## config.mk

```make
export PLATFORM = sky130hd
export DESIGN_NAME = dmem_arbiter_flat
export DESIGN_NICKNAME = d
export VERILOG_FILES = /design/src/rtl/dmem_pkg.sv /design/src/rtl/dmem_arbiter_if.sv /design/src/rtl/dmem_arbiter_rr_arb2.sv /design/src/rtl/dmem_arbiter.sv /design/src/flat_wrapper.sv
export SDC_FILE = /design/constraint.sdc
export NUM_CORES = 1
export LEC_CHECK = 0
export ABC_AREA = 1
export BUFFER_PORTS_ARGS = -buffer_cell sky130_fd_sc_hd__buf_4
export CORE_UTILIZATION = 40
export DETAILED_ROUTE_END_ITERATION = 8
export GPL_TIMING_DRIVEN = 0
export PLACE_DENSITY_LB_ADDON = 0.12
export REMOVE_ABC_BUFFERS = 1
export SYNTH_ARGS = -nofsm -noshare
export SYNTH_HDL_FRONTEND = slang
export SYNTH_SLANG_ARGS = --single-unit
```

## constraint.sdc

```tcl
create_clock -name clk -period 1.6 [get_ports clk]
set_clock_uncertainty 0.1 [all_clocks]
set_input_delay 0.24 -clock clk [delete_from_list [all_inputs] [get_ports clk]]
set_output_delay 0.24 -clock clk [all_outputs]
set_load 0.05 [all_outputs]
```

## src/rtl/dmem_pkg.sv

```systemverilog
`default_nettype none
// ============================================================================
// Module      : dmem_pkg
// Description : Shared types and port index constants for the data-memory
//               arbiter.
// Revision    : 1.0 - initial release
// ============================================================================
package dmem_pkg;

    typedef enum logic [0:0] {
        IDLE   = 1'b0,
        ACCESS = 1'b1
    } state_t;

    typedef logic port_t;

    localparam port_t PORT0 = 1'b0;
    localparam port_t PORT1 = 1'b1;

endpackage
`default_nettype wire

```

## src/rtl/dmem_arbiter_if.sv

```systemverilog
`default_nettype none
// ============================================================================
// Module      : dmem_arbiter_if
// Description : Two requester ports plus the data-memory port of the arbiter.
// Revision    : 1.0 - initial release
// ============================================================================
interface dmem_arbiter_if #(
    parameter int WIDTH = 32
);
    logic             req0;
    logic             req1;
    logic             we0;
    logic             we1;
    logic [31:0]      addr0;
    logic [31:0]      addr1;
    logic [WIDTH-1:0] wdata0;
    logic [WIDTH-1:0] wdata1;
    logic             gnt0;
    logic             gnt1;
    logic             rvalid0;
    logic             rvalid1;
    logic [WIDTH-1:0] rdata0;
    logic [WIDTH-1:0] rdata1;
    logic             mem_write_en;
    logic [31:0]      mem_addr;
    logic [WIDTH-1:0] mem_write_data;
    logic [WIDTH-1:0] mem_read_data;

    // Requesters plus the memory model
    modport master (
        output req0, req1, we0, we1, addr0, addr1, wdata0, wdata1,
        input  gnt0, gnt1, rvalid0, rvalid1, rdata0, rdata1,
        input  mem_write_en, mem_addr, mem_write_data,
        output mem_read_data
    );

    // The arbiter itself
    modport slave (
        input  req0, req1, we0, we1, addr0, addr1, wdata0, wdata1,
        output gnt0, gnt1, rvalid0, rvalid1, rdata0, rdata1,
        output mem_write_en, mem_addr, mem_write_data,
        input  mem_read_data
    );
endinterface
`default_nettype wire

```

## src/rtl/dmem_arbiter_rr_arb2.sv

```systemverilog
`default_nettype none
// ============================================================================
// Module      : rr_arb2
// Description : Combinational two-way round-robin winner selection.
// Revision    : 1.0 - initial release
// ============================================================================
module rr_arb2
    import dmem_pkg::*;
(
    input  logic  req0,
    input  logic  req1,
    input  port_t last,
    output port_t winner,
    output logic  any
);

    always_comb begin
        any = req0 | req1;
        if (req0 && req1) begin
            winner = (last == PORT0) ? PORT1 : PORT0;
        end else if (req1) begin
            winner = PORT1;
        end else begin
            winner = PORT0;
        end
    end

endmodule
`default_nettype wire

```

## src/rtl/dmem_arbiter.sv

```systemverilog
`default_nettype none
// ============================================================================
// Module      : dmem_arbiter
// Description : Two-port round-robin arbiter in front of a single data memory,
//               one access per two cycles.
// Revision    : 1.0 - initial release
// ============================================================================
module dmem_arbiter
    import dmem_pkg::*;
#(
    parameter int WIDTH = 32
) (
    input  logic           clk,
    input  logic           rst,
    dmem_arbiter_if.slave  bus
);

    state_t           r_state;
    state_t           w_next_state;
    port_t            r_last;
    port_t            r_win;
    port_t            w_win;
    logic             w_any;
    logic             w_access;
    logic             r_we;
    logic [31:0]      r_addr;
    logic [WIDTH-1:0] r_wdata;
    logic [WIDTH-1:0] r_rdata0;
    logic [WIDTH-1:0] r_rdata1;
    logic             r_rvalid0;
    logic             r_rvalid1;

    rr_arb2 u_rr_arb2 (
        .req0   (bus.req0),
        .req1   (bus.req1),
        .last   (r_last),
        .winner (w_win),
        .any    (w_any)
    );

    always_ff @(posedge clk) begin
        if (rst) begin
            r_state <= IDLE;
        end else begin
            r_state <= w_next_state;
        end
    end

    always_comb begin
        w_next_state = r_state;
        case (r_state)
            IDLE:    if (w_any) w_next_state = ACCESS;
            ACCESS:  w_next_state = IDLE;
            default: w_next_state = IDLE;
        endcase
    end

    // rst gates the access combinationally so an aborted cycle never writes or grants
    always_comb begin
        w_access           = (r_state == ACCESS) && !rst;
        bus.gnt0           = w_access && (r_win == PORT0);
        bus.gnt1           = w_access && (r_win == PORT1);
        bus.mem_write_en   = w_access && r_we;
        bus.mem_addr       = r_addr;
        bus.mem_write_data = r_wdata;
        bus.rvalid0        = r_rvalid0;
        bus.rvalid1        = r_rvalid1;
        bus.rdata0         = r_rdata0;
        bus.rdata1         = r_rdata1;
    end

    always_ff @(posedge clk) begin
        if (rst) begin
            r_last    <= PORT1;
            r_win     <= PORT0;
            r_we      <= 1'b0;
            r_addr    <= '0;
            r_wdata   <= '0;
            r_rdata0  <= '0;
            r_rdata1  <= '0;
            r_rvalid0 <= 1'b0;
            r_rvalid1 <= 1'b0;
        end else begin
            r_rvalid0 <= 1'b0;
            r_rvalid1 <= 1'b0;
            if ((r_state == IDLE) && w_any) begin
                r_win   <= w_win;
                r_we    <= (w_win == PORT1) ? bus.we1    : bus.we0;
                r_addr  <= (w_win == PORT1) ? bus.addr1  : bus.addr0;
                r_wdata <= (w_win == PORT1) ? bus.wdata1 : bus.wdata0;
            end
            if (r_state == ACCESS) begin
                r_last <= r_win;
                if (!r_we) begin
                    if (r_win == PORT0) begin
                        r_rdata0  <= bus.mem_read_data;
                        r_rvalid0 <= 1'b1;
                    end else begin
                        r_rdata1  <= bus.mem_read_data;
                        r_rvalid1 <= 1'b1;
                    end
                end
            end
        end
    end

endmodule
`default_nettype wire

```

## src/flat_wrapper.sv

```systemverilog
// flat-port wrapper written by rule: the top's interface ports become plain ports
module dmem_arbiter_flat import dmem_pkg::*;
#(
    parameter int WIDTH = 32
)
  (clk, rst, bus_req0, bus_req1, bus_we0, bus_we1, bus_addr0, bus_addr1, bus_wdata0, bus_wdata1, bus_gnt0, bus_gnt1, bus_rvalid0, bus_rvalid1, bus_rdata0, bus_rdata1, bus_mem_write_en, bus_mem_addr, bus_mem_write_data, bus_mem_read_data);
  dmem_arbiter_if #(.WIDTH(WIDTH)) bus_i ();
  input  logic clk;
  input  logic rst;
  input wire logic [$bits(bus_i.req0)-1:0] bus_req0;
  input wire logic [$bits(bus_i.req1)-1:0] bus_req1;
  input wire logic [$bits(bus_i.we0)-1:0] bus_we0;
  input wire logic [$bits(bus_i.we1)-1:0] bus_we1;
  input wire logic [$bits(bus_i.addr0)-1:0] bus_addr0;
  input wire logic [$bits(bus_i.addr1)-1:0] bus_addr1;
  input wire logic [$bits(bus_i.wdata0)-1:0] bus_wdata0;
  input wire logic [$bits(bus_i.wdata1)-1:0] bus_wdata1;
  output wire logic [$bits(bus_i.gnt0)-1:0] bus_gnt0;
  output wire logic [$bits(bus_i.gnt1)-1:0] bus_gnt1;
  output wire logic [$bits(bus_i.rvalid0)-1:0] bus_rvalid0;
  output wire logic [$bits(bus_i.rvalid1)-1:0] bus_rvalid1;
  output wire logic [$bits(bus_i.rdata0)-1:0] bus_rdata0;
  output wire logic [$bits(bus_i.rdata1)-1:0] bus_rdata1;
  output wire logic [$bits(bus_i.mem_write_en)-1:0] bus_mem_write_en;
  output wire logic [$bits(bus_i.mem_addr)-1:0] bus_mem_addr;
  output wire logic [$bits(bus_i.mem_write_data)-1:0] bus_mem_write_data;
  input wire logic [$bits(bus_i.mem_read_data)-1:0] bus_mem_read_data;
  assign bus_i.req0 = bus_req0;
  assign bus_i.req1 = bus_req1;
  assign bus_i.we0 = bus_we0;
  assign bus_i.we1 = bus_we1;
  assign bus_i.addr0 = bus_addr0;
  assign bus_i.addr1 = bus_addr1;
  assign bus_i.wdata0 = bus_wdata0;
  assign bus_i.wdata1 = bus_wdata1;
  assign bus_gnt0 = bus_i.gnt0;
  assign bus_gnt1 = bus_i.gnt1;
  assign bus_rvalid0 = bus_i.rvalid0;
  assign bus_rvalid1 = bus_i.rvalid1;
  assign bus_rdata0 = bus_i.rdata0;
  assign bus_rdata1 = bus_i.rdata1;
  assign bus_mem_write_en = bus_i.mem_write_en;
  assign bus_mem_addr = bus_i.mem_addr;
  assign bus_mem_write_data = bus_i.mem_write_data;
  assign bus_i.mem_read_data = bus_mem_read_data;
  dmem_arbiter #(.WIDTH(WIDTH)) u_core (.clk(clk), .rst(rst), .bus(bus_i));
endmodule
```

==> results.sh <==
export IMPL_outcome="finished, final reports clean"
export IMPL_regArea_um2=2690
export IMPL_placed_cells=1290
export IMPL_grt_max_degree=70
export IMPL_num_rows=43
export IMPL_ant_nets=0
export IMPL_cts_sinks=134
export IMPL_dpl_cell_area_um2=8060
export IMPL_fin_area_um2=9670
export IMPL_synthTopCellsByArea="dfxtp_1, nand2_1, nand3_1, nor2_1, o21ai_0"
export IMPL_dieArea_um2=15000
export IMPL_cp_required_ns=1.26
export IMPL_startpoint_type="register"
export IMPL_synth_edff_count=0
export IMPL_dr_pass1_iters=5
export IMPL_avgSynthCellArea_um2=6.67
export IMPL_drive_above_1_share=0.301
export IMPL_fin_hold_ws_ns=0.00598
export IMPL_rsz0062_at_grt="true"
export IMPL_critPathKind="reg2out"
export IMPL_worstSetupPathDepth=3
export IMPL_synth_ff_type="dfxtp_1"
export IMPL_timing_fmax_mhz=629
export IMPL_synth_area_um2=5800
export IMPL_critPathMaxStageDelay_ns=0.41
export IMPL_finalSetupViolCount=0
export IMPL_crit_path_end="bus_gnt0"
export IMPL_r2r_end="u_core.bus.rdata0[27]$_SDFFE_PP0P_"
export IMPL_synth_largest_area_cell="dfxtp_1"
export IMPL_pwr_density_cell_nw_per_um2=1140
export IMPL_irDropWorstVdd_uv=747
export IMPL_die_h_um=122
export IMPL_critical_path_arrival_ns=1.25
export IMPL_crit_chain="nand2_1 > nor2_2 > buf_6"
export IMPL_critPathTopFamily="flip-flops"
export IMPL_port_buffers=298
export IMPL_finalPower_mw=11.1
export IMPL_clk_path_buf_depth=2
export IMPL_drt_iter0_markers=440
export IMPL_drt_total_wl_um=20800
export IMPL_use_met1=0.294
export IMPL_yosysWarningCount=0
export IMPL_maxSlewViolCount=0
export IMPL_static_leakage_power_nw=5.14
export IMPL_synthCells=869
export IMPL_n_fill_cell=1207
export IMPL_routedWlPerCell_um=14.8
export IMPL_final_hold_viol_count=0
export IMPL_cp_max_fo=7
export IMPL_root_buffer="clkbuf_16"
export IMPL_start_util=0.414
export IMPL_core_area_um2=14000
export IMPL_cts_max_level=4
export IMPL_stdcell_count=1411
export IMPL_insertion_delay_ns=0.42
export IMPL_cts_tree="yes"
export IMPL_hold_class="in2reg"
export IMPL_gr_max_usage_layer="met2"
export IMPL_use_met3=0.0813
export IMPL_reg2reg_depth=4
export IMPL_multi_input_area_um2=2640
export IMPL_synth_seq_cells=134
export IMPL_n_antenna_cell=0
export IMPL_viasPerCell=4.76
export IMPL_place_gp_congestion=0.747
export IMPL_grt_pass1_vias=6249
export IMPL_synthArstFlopShare=0
export IMPL_grt_overflow_total=0
export IMPL_cp_num_buf_inv=1
export IMPL_yosysSeqAreaShare=0.463
export IMPL_fin_nets=1384
export IMPL_synthToLayoutAreaGrowth_pct=66.8
export IMPL_netlist_cell_type_count=15
export IMPL_setup_tns_ns=0
export IMPL_relSlewSlack=0.452
export IMPL_hpwl_um=12200
export IMPL_yosys_area_top_type_share=0.463
export IMPL_tightestPinTransition_ns=0.822
export IMPL_reg2reg_slack_ns=0.09
export IMPL_worstSetupStartpoint="u_core.r_state$_SDFF_PP0_"
export IMPL_synth_top_cells_by_count="nand2_1, nor2_1, dfxtp_1"
export IMPL_numCtsBuffers=17
export IMPL_die_w_um=122
export IMPL_drcViolationCount=0
export IMPL_clkTransAtPathRegs_ns=0.05
export IMPL_pin_count=299
export IMPL_post_route_min_period_ns=1.59
export IMPL_use_met2=0.468
export IMPL_antenna_found_initial=0
export IMPL_fin_crit_sh=0.994
export IMPL_cp_end_kind="output port"
export IMPL_num_vias=6710
export IMPL_yosysMostFrequentCell="nand2_1"
export IMPL_slowest_stage="dfxtp_4"
export IMPL_grt_use_total=0.264
export IMPL_r2r_start="u_core.r_win$_SDFFE_PP0P_"
export IMPL_grt_pass1_wl_um=30800
export IMPL_maxCapViolations=0
==> power by group <==
group	internal [mW]	switching, mW
registers	3.66	0.176
clock network	2.54	1.47
logic	1.16	2.06
total	7.35	3.71
==> metrics by stage <==
stage	utilization	worst slack, ns
floorplan	-	-1.65
global placement	0.567	-3.70
detailed placement	0.576	-0.925
CTS	0.680	0.00713
global route	0.691	-0.0352
finish	0.691	0.0102
==> layout make-up <==
cell class / count / share of cell area
clock inverters: 11 / 0.0154
flip-flops and latches: 134 / 0.278
inverters: 70 / 0.0305
well taps: 180 / 0.0233
multi-input cells: 608 / 0.273
repair inverters: 2 / 0.00168
clock buffers: 21 / 0.0476
repair buffers: 385 / 0.330
==> cell usage in the layout, fill, tap and decap left out, types with 2 or more instances in the layout <==
cell and instances:
buf_4 308, clkbuf_1 2, dfxtp_1 132, buf_12 5
dfxtp_4 2, clkbuf_16 18, dlygate4sd3_1 66, nand2_1 263
nor2_4 2, nand3_1 131, bufinv_16 3, inv_6 2
nand2_4 2, clkinv_4 2, o21ai_0 65, clkinv_2 2
inv_1 66, nor2_2 3, buf_6 3, nor2_1 134
clkbuf_8 2, nand2_8 2, clkinvlp_4 5
==> tightest hold or removal path, cell delays in order <==
cell and delay [ns]:
buf_4 0.08, nand2_1 0.04, nand3_1 0.06, nand2_1 0.04
inv_1 0.04
==> worst min path at each step <==
stage	startpoint	slack [ns]	endpoint	cells past startpoint
6_report	bus_wdata0[7]	0.006	u_core.bus.mem_write_data[7]$_SDFFE_PP0P_	5
5_1_grt	bus_wdata0[2]	0.02	u_core.bus.mem_write_data[2]$_SDFFE_PP0P_	5
4_1_cts	bus_wdata0[7]	0.00003	u_core.bus.mem_write_data[7]$_SDFFE_PP0P_	5
3_5_place_dp	u_core.bus.rdata1[29]$_SDFFE_PP0P_	0.37	u_core.bus.rdata1[29]$_SDFFE_PP0P_	2
3_3_place_gp	u_core.r_last$_SDFFE_PP1P_	0.36	u_core.r_last$_SDFFE_PP1P_	2
2_1_floorplan	rst	0.21	u_core.bus.rvalid0$_SDFF_PP0_	1
==> state kept, by name (all words and copies together), names as in the netlist, 32 cells and up <==
name	cells
u_core.bus.mem_addr	32
u_core.bus.mem_write_data	32
u_core.bus.rdata0	32
u_core.bus.rdata1	32
==> layer usage <==
layer | vias to the layer above | wire, um
met5 | - | 0
li1 | 3408 | -
met4 | 0 | 500
met3 | 35 | 1600
met1 | 3027 | 8340
met2 | 240 | 10400
==> repair_timing <==
action | in CTS | in global routing
hold endpoints to repair | 95 | 0
endpoints found under the setup margin | 134 | 103
buffers inserted | 7 | 7
hold buffers | 66 | 0
resized for setup | 20 | 9
pin swaps | 1 | 3
cloned | 4 | 5
==> kinds of logic after synthesis <==
logic type	synth area share
buf+inv	0.102
simple gates	0.377
flops	0.463
compound gates	0.0576
No activity file was read; power rests on OpenSTA's default activity.
